<file path="config.mk">
export PLATFORM = sky130hd
export DESIGN_NAME = logic_unit_arbiter
export DESIGN_NICKNAME = d
export VERILOG_FILES = /design/src/rtl/logic_unit_arbiter_pkg.sv /design/src/rtl/logic_unit_arbiter_bitwise_unit16.sv /design/src/rtl/logic_unit_arbiter.sv
export SDC_FILE = /design/constraint.sdc
export NUM_CORES = 1
export LEC_CHECK = 0
export BUFFER_PORTS_ARGS = -buffer_cell sky130_fd_sc_hd__buf_2
export CORE_ASPECT_RATIO = 1.25
export CORE_MARGIN = 2
export CORE_UTILIZATION = 47
export CTS_BUF_LIST = sky130_fd_sc_hd__clkbuf_4
export DETAILED_ROUTE_END_ITERATION = 10
export PLACE_DENSITY_LB_ADDON = 0.1
export SLEW_MARGIN = 20
export SYNTH_ARGS = -nofsm -noshare
export SYNTH_HDL_FRONTEND = slang
export SYNTH_SLANG_ARGS = --single-unit
</file>
<file path="constraint.sdc">
create_clock -name clk -period 1.85 [get_ports clk]
set_input_delay 0.2775 -clock clk [delete_from_list [all_inputs] [get_ports clk]]
set_output_delay 0.2775 -clock clk [all_outputs]
set_load 0.02 [all_outputs]
</file>
<file path="src/rtl/logic_unit_arbiter_pkg.sv">
// rtl/logic_unit_arbiter_pkg.sv - shared op and FSM encodings for the logic unit arbiter
package logic_unit_arbiter_pkg;

    localparam logic [1:0] OP_NOT = 2'b00;
    localparam logic [1:0] OP_AND = 2'b01;
    localparam logic [1:0] OP_OR  = 2'b10;
    localparam logic [1:0] OP_XOR = 2'b11;

    typedef enum logic [1:0] {
        S_IDLE = 2'b00,
        S_EXEC = 2'b01,
        S_RESP = 2'b10
    } state_t;

endpackage

</file>
<file path="src/rtl/logic_unit_arbiter_bitwise_unit16.sv">
// rtl/logic_unit_arbiter_bitwise_unit16.sv - combinational 16-bit NOT/AND/OR/XOR unit
module bitwise_unit16
    import logic_unit_arbiter_pkg::*;
(
    output logic [15:0] out,
    input  logic [1:0]  op,
    input  logic [15:0] a,
    input  logic [15:0] b
);

    logic [15:0] not_out;
    logic [15:0] and_out;
    logic [15:0] or_out;
    logic [15:0] xor_out;

    // gate-level bitwise results, all computed in parallel
    assign not_out = ~a;
    assign and_out = a & b;
    assign or_out  = a | b;
    assign xor_out = a ^ b;

    // 4:1 result mux selected by the op code
    always_comb begin
        out = not_out;
        case (op)
            OP_NOT:  out = not_out;
            OP_AND:  out = and_out;
            OP_OR:   out = or_out;
            OP_XOR:  out = xor_out;
            default: out = not_out;
        endcase
    end

endmodule

</file>
<file path="src/rtl/logic_unit_arbiter.sv">
// rtl/logic_unit_arbiter.sv - round-robin arbiter sharing one bitwise unit; optional LOGIC_ARB_GRANT_CNT_EN grant counters
module logic_unit_arbiter
    import logic_unit_arbiter_pkg::*;
#(
    parameter int NREQ = 4,
    parameter int IDW  = 2,
    parameter int W    = 16
)(
    input  logic                clk,
    input  logic                rst_n,
    input  logic [NREQ-1:0]     req_valid,
    output logic [NREQ-1:0]     req_ready,
    input  logic [2*NREQ-1:0]   req_op,
    input  logic [W*NREQ-1:0]   req_a,
    input  logic [W*NREQ-1:0]   req_b,
    output logic                rsp_valid,
    input  logic                rsp_ready,
    output logic [IDW-1:0]      rsp_id,
    output logic [W-1:0]        rsp_data
`ifdef LOGIC_ARB_GRANT_CNT_EN
    ,
    output logic [8*NREQ-1:0]   grant_cnt
`endif
);

    state_t         state;
    logic [IDW-1:0] ptr;
    logic [IDW-1:0] gnt;
    logic [IDW-1:0] idx;
    logic           any_valid;
    logic [IDW-1:0] lat_id;
    logic [1:0]     lat_op;
    logic [W-1:0]   lat_a;
    logic [W-1:0]   lat_b;
    logic [W-1:0]   unit_out;

    // round-robin search: walk downward so the index nearest ptr+1 wins last
    always_comb begin
        any_valid = 1'b0;
        gnt       = ptr;
        idx       = ptr;
        for (int k = NREQ; k >= 1; k--) begin
            idx = ptr + IDW'(k);
            if (req_valid[idx]) begin
                any_valid = 1'b1;
                gnt       = idx;
            end
        end
    end

    // accept is combinational in IDLE so the grant lands in the same cycle
    always_comb begin
        req_ready = '0;
        if (rst_n && state == S_IDLE && any_valid) begin
            req_ready[gnt] = 1'b1;
        end
    end

    bitwise_unit16 u_unit (
        .out (unit_out),
        .op  (lat_op),
        .a   (lat_a),
        .b   (lat_b)
    );

    // FSM: latch the winner, evaluate once, then hold the response until taken
    always_ff @(posedge clk or negedge rst_n) begin
        if (!rst_n) begin
            state     <= S_IDLE;
            ptr       <= IDW'(NREQ - 1);
            lat_id    <= '0;
            lat_op    <= OP_NOT;
            lat_a     <= '0;
            lat_b     <= '0;
            rsp_valid <= 1'b0;
            rsp_id    <= '0;
            rsp_data  <= '0;
        end else begin
            case (state)
                S_IDLE: begin
                    if (any_valid) begin
                        lat_id <= gnt;
                        lat_op <= req_op[2*gnt +: 2];
                        lat_a  <= req_a[W*gnt +: W];
                        lat_b  <= req_b[W*gnt +: W];
                        state  <= S_EXEC;
                    end
                end
                S_EXEC: begin
                    rsp_data  <= unit_out;
                    rsp_id    <= lat_id;
                    rsp_valid <= 1'b1;
                    state     <= S_RESP;
                end
                S_RESP: begin
                    if (rsp_ready) begin
                        rsp_valid <= 1'b0;
                        ptr       <= lat_id;
                        state     <= S_IDLE;
                    end
                end
                default: begin
                    state     <= S_IDLE;
                    rsp_valid <= 1'b0;
                end
            endcase
        end
    end

`ifdef LOGIC_ARB_GRANT_CNT_EN
    // per-requester saturating grant counters, bumped on each accept
    always_ff @(posedge clk or negedge rst_n) begin
        if (!rst_n) begin
            grant_cnt <= '0;
        end else if (state == S_IDLE && any_valid) begin
            for (int i = 0; i < NREQ; i++) begin
                if (gnt == IDW'(i) && grant_cnt[8*i +: 8] != 8'hFF) begin
                    grant_cnt[8*i +: 8] <= grant_cnt[8*i +: 8] + 8'd1;
                end
            end
        end
    end
`endif

endmodule
</file>
==> impl_metrics.csv <==
group,metric,value,unit
final_layout,layout.cells.most_common,"sky130_fd_sc_hd__buf_2",
floorplanning,design.portCount,166,
pwr,internal_power,5.76,mW
pwr,power.leakage,3.02,nW
critical_path,reg2reg_setup_slack,-110,ps
final_layout,antenna_cells_inserted,0,
placement,placement.io_buffers,165,
floorplanning,overall_die_area,11000,sq um
pwr,power.share.clock,7.9,%
synth,number_of_synthesized_register_bits,59,
synth,ys_types,35,
sta,setup_total_negative_slack,-3180,ps
placement,place.detailed.hpwl,9540,um
run,max_cap_viol_count,0,
global_routing,grt_pass1_wl,20500,um
final_layout,layout.filler_cells,905,
route,drt-vias-per-instance,5.46,
pwr,power-per-cell-area,1690,nW/um^2
final_layout,leading_cell_types_in_the_layout_fill_and_taps_excluded,"sky130_fd_sc_hd__buf_2 (161), sky130_fd_sc_hd__inv_1 (80), sky130_fd_sc_hd__a211oi_2 (67)",
synth,post_synth.cell_area_avg,10.3,sq um
sta,worst_clock_skew,18.4,ps
final_layout,design.final.nets,811,
critical_path,worst-endpoint-arrival,1810,ps
route,drt-total-wl,13200,um
cts,insertion_delay,420,ps
sta,tightest_slew,803,ps
critical_path,critical_path.max_fanout,6,
sta,rsz0062_at_grt,"true",
global_routing,globalRouteOverflowTotal,0,
pwr,vdd_ir_drop_max,0.655,mV
sta,rel_slew_slack,46.5,%
final_layout,syn2layout_area_growth,28.5,%
placement,gp_congestion,0.773,
floorplanning,initial_core_util,47.7,%
sta,setup_viol,38,
pwr,pwr-share-comb,67.0,%
global_routing,via_count_of_the_first_global_routing_pass,4096,
sta,layout_min_cycle_time,2080,ps
pwr,seq_power_share,25.2,%
cts,holdBufCountCts,0,
synth,synth-warning-count,0,
route,antenna_left,0,
floorplanning,num_rows,41,
sta,timing.fmax,480,MHz
sta,postLayoutSetupSlackWorst,-233,ps
pwr,p_sw_share,44.4,%
sta,finalHoldWorstSlack,73.5,ps
synth,syn-cell-area,4770,sq um
synth,ys_async_sr_fraction,100,%
global_routing,grt_max_degree,60,
cts,tritoncts.num_buffers,9,
route,drt_first_pass_iters,4,
synth,synth-seq-area-share,31.0,%
sta,timing.final.hold_violations,0,
outcome,status,"finished, violations left",
cts,clock_tree.buffer_depth,2,
outcome,failed_checks,"setup timing",
final_layout,final-instance-count-excl-fill,770,
placement,placement.cell_area,5770,sq um
route,detailroute.via_count,4207,
synth,synth_edf_count,0,
sta,layout_worst_path_cycle_share,113,%
critical_path,cp.required,1570,ps
route,drt-wirelength-per-cell,17.2,um
floorplanning,die_height,117,um
cts,cts_root_buffer,"sky130_fd_sc_hd__clkbuf_4",
floorplanning,design.core.area,10000,sq um
placement,pre_cts_slack,24.6,ps
synth,netlist_instances,464,
critical_path,worst-setup-path-type,"flop to primary output",
final_layout,final_layout_size_suffix_gt1_share,51.3,%
floorplanning,chip_width,94.1,um
cts,tritoncts_num_sinks,59,
synth,synth_nets,639,
cts,h-tree-depth,3,
global_routing,track_usage,24.6,%
cts,worst_setup_hold_path_clk_slew,90,ps
cts,cts_tree,"done",
route,post-route-drc-count,0,
synth,synth-main-ff-cell,"sky130_fd_sc_hd__dfrtp_1",
final_layout,utilization,61.2,%
placement,post-place-cells,744,
pwr,power_switching,4.60,mW
pwr,totalPowerFinal,10.4,mW
global_routing,antenna_found_initial,0,
route,detailedRoute.firstIterationViolations,188,
critical_path,worst_setup_path_end_kind,"primary output",
final_layout,post_layout_instance_area,6120,sq um
critical_path,critical_path.startpoint_type,"flop",
sta,slew_violations,0,
hold_path,worstHoldPathType,"input port to asynchronous set/reset pin",
[Yosys cell counts (2+ instances only)]
library cell / count / area (sq um)
sky130_fd_sc_hd__inv_1: 80 / 300
sky130_fd_sc_hd__o21a_1: 2 / 15.0
sky130_fd_sc_hd__o21ai_0: 11 / 55.1
sky130_fd_sc_hd__clkbuf_1: 18 / 67.6
sky130_fd_sc_hd__dfstp_2: 2 / 52.6
sky130_fd_sc_hd__mux4_2: 13 / 293
sky130_fd_sc_hd__nand2b_1: 5 / 31.3
sky130_fd_sc_hd__ha_1: 32 / 400
sky130_fd_sc_hd__a31oi_1: 35 / 219
sky130_fd_sc_hd__buf_2: 5 / 25.0
sky130_fd_sc_hd__o211ai_1: 3 / 22.5
sky130_fd_sc_hd__clkbuf_4: 3 / 22.5
sky130_fd_sc_hd__nand2_1: 11 / 41.3
sky130_fd_sc_hd__buf_12: 5 / 100
sky130_fd_sc_hd__dfrtp_1: 57 / 1430
sky130_fd_sc_hd__mux2_2: 17 / 191
sky130_fd_sc_hd__nand3b_1: 2 / 15.0
sky130_fd_sc_hd__nor2_1: 41 / 154
sky130_fd_sc_hd__buf_6: 4 / 45.0
sky130_fd_sc_hd__nand3_1: 3 / 15.0
sky130_fd_sc_hd__a21o_1: 2 / 15.0
sky130_fd_sc_hd__mux2i_1: 34 / 340
sky130_fd_sc_hd__a211oi_2: 67 / 838
[worst max-delay path, stage by stage, from the launching register on]
cell and delay [ps]:
sky130_fd_sc_hd__dfstp_2 580, sky130_fd_sc_hd__buf_4 120, sky130_fd_sc_hd__nand3b_1 140, sky130_fd_sc_hd__and3_4 230, sky130_fd_sc_hd__buf_12 130, sky130_fd_sc_hd__nor2_4 90, sky130_fd_sc_hd__buf_6 120
[final cells by class]
type	count	area (sq um)	share of cell area [%]
clock buffers	15	113	1.84
clock inverters	1	3.75	0.0613
inverters	80	300	4.90
multi-input cells	288	2800	45.6
flip-flops and latches	59	1480	24.1
well taps	129	161	2.64
repair buffers	198	1270	20.8
[kinds of logic after synthesis]
kind of cell	share of synthesized area [%]
adder cells (fa/ha/maj)	8.40
flip-flops	31.0
AO/OA/AOI/OAI	24.8
multiplexers	17.3
buffers and inverters	12.0
AND/OR/NAND/NOR	6.48
[registers in the layout, indices dropped and copies added (netlist names)]
register / cells
rsp_data: 16
ptr: 2
lat_a: 16
lat_id: 2
state: 2
rsp_valid: 1
rsp_id: 2
lat_op: 2
lat_b: 16
[what timing repair did]
item                       CTS  global route
gates cloned                 2             1
setup endpoints to repair    4            38
resized for setup           20             6
setup buffers                6             1
pin swaps                   15             2
[power by group through the flow]
stage,Clock [mW],Combinational (mW),Sequential (mW)
final,0.818,6.94,2.61
after global routing,0.901,7.55,2.71
after CTS,0.850,6.90,2.62
after detailed placement,0,6.46,2.64
after global placement,0,6.26,2.61
after floorplan,0,4.77,2.66
[routing by layer]
layer	vias up	part of all wire [%]	global-route usage [%]
met1	2062	39	29.3
met5	-	0	0
met3	26	5.4	4.32
met2	131	52	44.2
met4	0	2.8	9.28
li1	1988	-	-
[worst paths after layout]
| kind | from | to | cells after the start |
|---|---|---|---|
| worst min-delay path | rst_n | lat_a[12] | 2 |
| max in group asynchronous | rst_n | lat_a[7] | 2 |
| worst max register to register | ptr[1] | lat_a[1] | 7 |
| worst min register to register | rsp_valid | rsp_valid | 1 |
| min in group clk | rsp_ready | state[1] | 2 |
| worst max-delay path | ptr[1] | req_ready[1] | 6 |
Power figures use the tool's default switching activity.
